--- src/rtl/sim_frame_pkg.sv ---
// sim_frame_pkg: shared types and default constants for the simulation
// frame controller.
//   state_e           - controller state (IDLE, ARMED, DUMP, DONE)
//   DEF_DUMP_START    - default frame number that opens the dump window
//   DEF_DUMP_LEN      - default dump window length in frames (0 = unbounded)
//   DEF_FINISH_FRAME  - default frame number that raises finish (0 = never)
package sim_frame_pkg;

  typedef enum logic [1:0] {
    ST_IDLE  = 2'd0,
    ST_ARMED = 2'd1,
    ST_DUMP  = 2'd2,
    ST_DONE  = 2'd3
  } state_e;

  localparam int unsigned DEF_DUMP_START   = 0;
  localparam int unsigned DEF_DUMP_LEN     = 0;
  localparam int unsigned DEF_FINISH_FRAME = 0;

endpackage

--- src/rtl/sim_vs_edge.sv ---
// sim_vs_edge: samples vertical sync on clk and flags its falling edge.
//   clk  - system clock
//   rst  - synchronous active-high reset (sampled vs forced high)
//   vs   - vertical sync input
//   fall - combinational: previous sample high and current vs low
module sim_vs_edge (
  input  logic clk,
  input  logic rst,
  input  logic vs,
  output logic fall
);

  logic vs_l_q;

  always_ff @(posedge clk) begin
    if (rst) begin
      vs_l_q <= 1'b1;
    end else begin
      vs_l_q <= vs;
    end
  end

  assign fall = vs_l_q & ~vs;

endmodule

--- src/rtl/sim_frame_ctl.sv ---
// sim_frame_ctl: counts video frames (vs falling edges) once a ROM download
// has finished and derives a dump window and a finish pulse from the count.
//   clk         - system clock
//   rst         - synchronous active-high reset
//   vs          - vertical sync, sampled on clk
//   downloading - ROM download in progress; holds the counter at 0 and
//                 returns the controller to IDLE
//   frame_cnt   - completed-frame count (wraps modulo 2^32)
//   frame_edge  - one-cycle pulse per counted vs falling edge
//   dump_en     - high while the dump window is open
//   dump_pulse  - one-cycle pulse when dump_en rises
//   finish      - one-cycle pulse when frame_cnt reaches FINISH_FRAME
module sim_frame_ctl
  import sim_frame_pkg::*;
#(
  parameter int unsigned DUMP_START   = DEF_DUMP_START,
  parameter int unsigned DUMP_LEN     = DEF_DUMP_LEN,
  parameter int unsigned FINISH_FRAME = DEF_FINISH_FRAME
) (
  input  logic        clk,
  input  logic        rst,
  input  logic        vs,
  input  logic        downloading,
  output logic [31:0] frame_cnt,
  output logic        frame_edge,
  output logic        dump_en,
  output logic        dump_pulse,
  output logic        finish
);

  // Frame number that closes the window; wraps modulo 2^32 like the counter.
  localparam logic [31:0] DUMP_END = 32'(DUMP_START + DUMP_LEN);

  logic        fall;
  logic        counted;
  logic [31:0] cnt_inc;

  state_e      state_q,      state_d;
  logic [31:0] frame_cnt_q,  frame_cnt_d;
  logic        frame_edge_q, frame_edge_d;
  logic        dump_en_q,    dump_en_d;
  logic        dump_pulse_q, dump_pulse_d;
  logic        finish_q,     finish_d;
  logic        fin_armed_q,  fin_armed_d;

  sim_vs_edge u_vs_edge (
    .clk  (clk),
    .rst  (rst),
    .vs   (vs),
    .fall (fall)
  );

  assign counted = fall && !downloading && (state_q != ST_IDLE);
  assign cnt_inc = frame_cnt_q + 32'd1;

  always_comb begin
    state_d      = state_q;
    frame_cnt_d  = frame_cnt_q;
    frame_edge_d = 1'b0;
    dump_pulse_d = 1'b0;
    finish_d     = 1'b0;
    fin_armed_d  = fin_armed_q;

    if (downloading) begin
      // A download restarts the session: counter held at 0, finish rearmed.
      state_d     = ST_IDLE;
      frame_cnt_d = '0;
      fin_armed_d = 1'b1;
    end else begin
      if (counted) begin
        frame_cnt_d  = cnt_inc;
        frame_edge_d = 1'b1;
        if ((FINISH_FRAME != 32'd0) && fin_armed_q && (cnt_inc == FINISH_FRAME)) begin
          finish_d    = 1'b1;
          fin_armed_d = 1'b0;
        end
      end

      // Transitions compare against the incremented count so that dump_en
      // changes in the same cycle frame_cnt shows the boundary value.
      case (state_q)
        ST_IDLE: begin
          if (DUMP_START == 32'd0) begin
            state_d      = ST_DUMP;
            dump_pulse_d = 1'b1;
          end else begin
            state_d = ST_ARMED;
          end
        end
        ST_ARMED: begin
          if (counted && (cnt_inc == DUMP_START)) begin
            state_d      = ST_DUMP;
            dump_pulse_d = 1'b1;
          end
        end
        ST_DUMP: begin
          if ((DUMP_LEN != 32'd0) && counted && (cnt_inc == DUMP_END)) begin
            state_d = ST_DONE;
          end
        end
        ST_DONE: begin
          state_d = ST_DONE;
        end
      endcase
    end

    dump_en_d = (state_d == ST_DUMP);
  end

  always_ff @(posedge clk) begin
    if (rst) begin
      state_q      <= ST_IDLE;
      frame_cnt_q  <= '0;
      frame_edge_q <= 1'b0;
      dump_en_q    <= 1'b0;
      dump_pulse_q <= 1'b0;
      finish_q     <= 1'b0;
      fin_armed_q  <= 1'b1;
    end else begin
      state_q      <= state_d;
      frame_cnt_q  <= frame_cnt_d;
      frame_edge_q <= frame_edge_d;
      dump_en_q    <= dump_en_d;
      dump_pulse_q <= dump_pulse_d;
      finish_q     <= finish_d;
      fin_armed_q  <= fin_armed_d;
    end
  end

  assign frame_cnt  = frame_cnt_q;
  assign frame_edge = frame_edge_q;
  assign dump_en    = dump_en_q;
  assign dump_pulse = dump_pulse_q;
  assign finish     = finish_q;

endmodule

--- config.mk ---
export PLATFORM = sky130hd
export DESIGN_NAME = sim_frame_ctl
export DESIGN_NICKNAME = d
export VERILOG_FILES = /design/src/rtl/sim_frame_pkg.sv /design/src/rtl/sim_vs_edge.sv /design/src/rtl/sim_frame_ctl.sv
export SDC_FILE = /design/constraint.sdc
export NUM_CORES = 1
export LEC_CHECK = 0
export CELL_PAD_IN_SITES_DETAIL_PLACEMENT = 0
export CELL_PAD_IN_SITES_GLOBAL_PLACEMENT = 2
export CORE_MARGIN = 1
export CORE_UTILIZATION = 30
export DETAILED_ROUTE_END_ITERATION = 8
export MAX_ROUTING_LAYER = met4
export PLACE_DENSITY_LB_ADDON = 0.1
export SLEW_MARGIN = 20
export SYNTH_ARGS = -nofsm -noshare
export SYNTH_HDL_FRONTEND = slang
export SYNTH_SLANG_ARGS = --single-unit
--- constraint.sdc ---
create_clock -name clk -period 3.4 [get_ports clk]
set_input_delay 0.51 -clock clk [delete_from_list [all_inputs] [get_ports clk]]
set_output_delay 0.51 -clock clk [all_outputs]
set_load 0.05 [all_outputs]
After elaboration in Yosys (flattened, before gate mapping)
Index checks and enable logic that the tools add are counted.

storage, ports and cells
  logic and storage cells = 26
  register bits = 38

cells by class
  multiplexer cells = 6
  add/subtract/negate cells = 1
  equal/unequal tests = 3
  reductions and logical operators = 8
  bitwise gates (word level) = 2

operator list
  operator                 count
  $add A32 B1 Y32 const B  1
  $logic_not A32 Y1        1
  $pmux W2 S3              1
  $eq A2 B2 Y1 const B     2
  $mux W2                  2
  $logic_and A1 B1 Y1      3
  $eq A2 B1 Y1 const B     1
  $logic_not A2 Y1         1
  $mux W1                  2
  $pmux W1 S2              1
  $reduce_bool A2 Y1       1
  $reduce_or A2 Y1         1
  $and A1 B1 Y1            1
  $logic_not A1 Y1         1
  $not A1 Y1               1

Longest topological paths before layout
  word-level depth = 9
  mapped depth = 9

By module
A second synthesis with hierarchy kept.

unflattened totals
  cell total of the unflattened synthesis = 278
  area, all modules = 2,240.9 um^2

by module, submodules not included
  module         times used  area each (um^2)  cells each
  sim_frame_ctl  1           2,205.9           275
  sim_vs_edge    1           35.0              3

Worst setup path before layout
Ideal clock, no wire load.

  path type = register to register
  start point = register frame_cnt_q[25] (netlist: frame_cnt[25])
  end point = register state_q[0]
  library setup time = 0.115 ns
  buffers on the path = 1
  slack = 0.427 ns
  arrival time = 2.857 ns
  stages on the path, launching flop included = 9
  cells stage by stage = dfxtp_1 -> clkbuf_1 -> nand2_1 -> nor4_1 -> nand4_1 -> xnor2_1 -> or4_1 -> or4_1 -> and3_1

on the way
  cells in the longest elaborated chain, start to end = 6

ends and longest elaborated chain
  element                 RTL line              source
  start, declared         sim_frame_ctl.sv:39   logic [31:0] frame_cnt_q, frame_cnt_d;
  start signal, assigned  sim_frame_ctl.sv:121  frame_cnt_q <= frame_cnt_d;
  $add A32 B1 Y32         sim_frame_ctl.sv:54   assign cnt_inc = frame_cnt_q + 32'd1;
  $logic_not A32 Y1       sim_frame_ctl.sv:91   if (counted && (cnt_inc == DUMP_START)) begin
  $logic_and A1 B1 Y1     sim_frame_ctl.sv:91
  $mux W2                 sim_frame_ctl.sv:91
  $pmux W2 S3             sim_frame_ctl.sv:81   case (state_q)
  $mux W2                 sim_frame_ctl.sv:64   if (downloading) begin
  end signal, assigned    sim_frame_ctl.sv:120  state_q <= state_d;
  end, declared           sim_frame_ctl.sv:38   state_e state_q, state_d;

No other way between the ends.
A chain may end at the register's enable or synchronous reset.

Final worst setup path
  start point = register frame_cnt_q[5] (netlist: frame_cnt[5])
  end point = register state_q[0]

Same word-level chain as after synthesis.

==> impl_metrics.json <==
{
  "area_growth_pct": 23.6,
  "ant_nets": 0,
  "avgSynthCellArea_sq_um": 8.09,
  "std_cell_rows": 31,
  "n_fill_cell": 796,
  "ys_seq_area_frac": 0.338,
  "cts_sinks": 38,
  "start_util": 0.310,
  "path_class": "register to register",
  "cts_tree": "yes",
  "setup_viol": 0,
  "nets": 313,
  "wl_mm": 6.11,
  "cts_buffer_depth": 2,
  "yosysTopAreaCell": "dfxtp_1",
  "min_from": "state_q[1]",
  "r2r_cells": 7,
  "drc": 0,
  "cts_buffers": 5,
  "multi_input_area_sq_um": 1360,
  "period_share": 0.857,
  "die-area_sq_um": 7840,
  "seqCellArea_sq_um": 761,
  "fmax_mhz": 343,
  "place.port_buffers": 38,
  "r2r_slack_ns": 0.49,
  "hold_viol": 0,
  "max-vdd-ir-drop_mv": 0.115,
  "routabilityCongestion": 0.774,
  "grt_max_degree": 37,
  "power.density_nw_per_um2": 283,
  "die_h_um": 88.6,
  "antenna_cells": 0,
  "firstDrtPassIters": 4,
  "rsz0062_at_grt": "no",
  "drive_gt1_frac": 0.0942,
  "grt_pass1_vias": 1900,
  "synth_fp_nets": 283,
  "max_cap_violations": 0,
  "p_leak_uw": 0.000953,
  "setup_tns_ns": 0,
  "antenna_found_initial": 0,
  "postCtsHoldBufs": 0,
  "insertion_delay_ns": 0.30,
  "cts_resized": 0,
  "worstPathArrival_ns": 3.10,
  "hpwl_mm": 4.38,
  "required_ns": 3.59,
  "synthTopCellsByArea": "dfxtp_1 (34%), xor2_1 (8.6%), xnor2_1 (7.8%)",
  "htree_levels": 2,
  "clockRootBuffer": "clkbuf_8",
  "min_path_cells": 1,
  "grt_overflow_total": 0,
  "hp-class": "register to register",
  "r2r-start": "frame_cnt[5]",
  "ys_warn_count": 0,
  "synth_edf_count": 0,
  "holdPathEnd": "dump_pulse",
  "synth_area_sq_um": 2250,
  "grt_util_all_layers": 0.173,
  "io-pin-count": 40,
  "netlist.area_leader.share": 0.338,
  "stdcell_count": 407,
  "startpoint": "frame_cnt[5]",
  "slew_viol_final": 0,
  "timing.hold.ws_ns": 0.476,
  "fp.coreArea_sq_um": 7250,
  "ys_types": 43,
  "relSlewSlack": 0.516,
  "cts.clk_slew.worst_paths_ns": 0.08,
  "syn_inst": 278,
  "drt_iter0_markers": 51,
  "worstMarginPinSlew_ns": 0.726,
  "wl_per_cell_um": 15.0,
  "finalClockSkew_ns": 0.0126,
  "via_per_inst": 4.97,
  "crit_path_end_kind": "register",
  "synthArstFlopShare": 0,
  "ys_ff_latch": 38,
  "fp.dieW_um": 88.6,
  "period_needed_ns": 2.91,
  "grt_pass1_wl_mm": 9.98,
  "vias": 2022,
  "crit_fanout": 8,
  "dp.cells": 400,
  "synthFlopType": "dfxtp_1",
  "cts_setup_buffers": 0,
  "status": "completed",
  "cp-start-kind": "register",
  "r2r-end": "state_q[0]"
}
[sequential cells by signal, summed over array words and instances, names as in the netlist]
signal	flops
dump_pulse	1
state_q	2
frame_cnt	32
u_vs_edge.vs_l_q	1
frame_edge	1
dump_en	1
[worst max-delay path by stage]
stage,slack [ns],end
after CTS,0.49,state_q[0]
final,0.49,state_q[0]
after global routing,0.27,state_q[0]
after global placement,0.48,state_q[0]
after floorplan,0.43,state_q[0]
after detailed placement,0.49,state_q[0]
[layout by cell type, fill, tap and decap left out, drive strengths merged, types with 2 or more instances in the layout]
cell	count
clkbuf	7
and4	3
a21oi	8
and3	9
nand4	18
or3	5
a21o	2
nor4	4
xnor2	20
nor2	42
inv	4
o21ai	3
a311o	2
xor2	22
buf	8
and2	2
nand2	17
nor3	8
or2	4
dfxtp	38
or4	3
a211o	2
a31oi	4
nand3	23
clkdlybuf4s50	38
[layer usage]
| layer | GRT usage | wire length, um | vias to the layer above |
|---|---|---|---|
| li1 | - | - | 1025 |
| met1 | 0.228 | 3150 | 956 |
| met2 | 0.266 | 2700 | 36 |
| met3 | 0.0364 | 196 | 5 |
| met4 | 0.0499 | 68 | 0 |
| met5 | - | 0 | - |
[cell families (layout without fill, tap and decap cells)]
group / count (synthesis) / count (layout) / share of synthesized area
adder cells (fa/ha/maj): 1 / 1 / 0.00556
AND/OR/NAND/NOR: 142 / 142 / 0.349
flip-flops: 38 / 38 / 0.338
buffers and inverters: 27 / 57 / 0.0556
AO/OA/AOI/OAI: 27 / 27 / 0.0863
XOR/XNOR: 42 / 42 / 0.164
other: 1 / 1 / 0.00167
[through the flow]
stage	utilization	setup WS, ns	area (sq um)	power (uW)
finish	0.383	0.486	2780	786
floorplan	-	0.427	2250	481
global route	0.383	0.266	2780	819
global placement	0.373	0.484	2700	492
detailed placement	0.373	0.490	2700	492
CTS	0.383	0.487	2780	804
[cell usage after synthesis (4+ instances only)]
cell / instances
and3_1: 9
dfxtp_1: 38
nor3_1: 8
buf_2: 10
or3_1: 5
inv_1: 4
xnor2_1: 20
nand4_1: 16
clkbuf_1: 10
xor2_1: 22
a21oi_1: 8
nor2_1: 41
or2_2: 4
nand2_1: 17
nand3_1: 21
a31oi_1: 4
[area by class of cell]
class,count,area share
Inverter,4,0.00540
Tap cell,99,0.0446
Clock buffer,7,0.0275
Multi-Input combinational cell,213,0.490
Sequential cell,38,0.274
Timing Repair Buffer,46,0.158
[where the power goes]
group / switching [uW] / total [uW] / internal [uW]
clock network: 164 / 306 / 142
logic: 21.5 / 31.3 / 9.78
registers: 1.62 / 449 / 448
[critical path, cell delays in order (launching register included)]
cell	delay (ns)
dfxtp_1	0.52
nand4_2	0.33
nor4_4	0.38
nand4_1	0.17
xnor2_1	0.17
or4_1	0.55
or4_1	0.50
and3_1	0.19
Power figures use the tool's default switching activity.
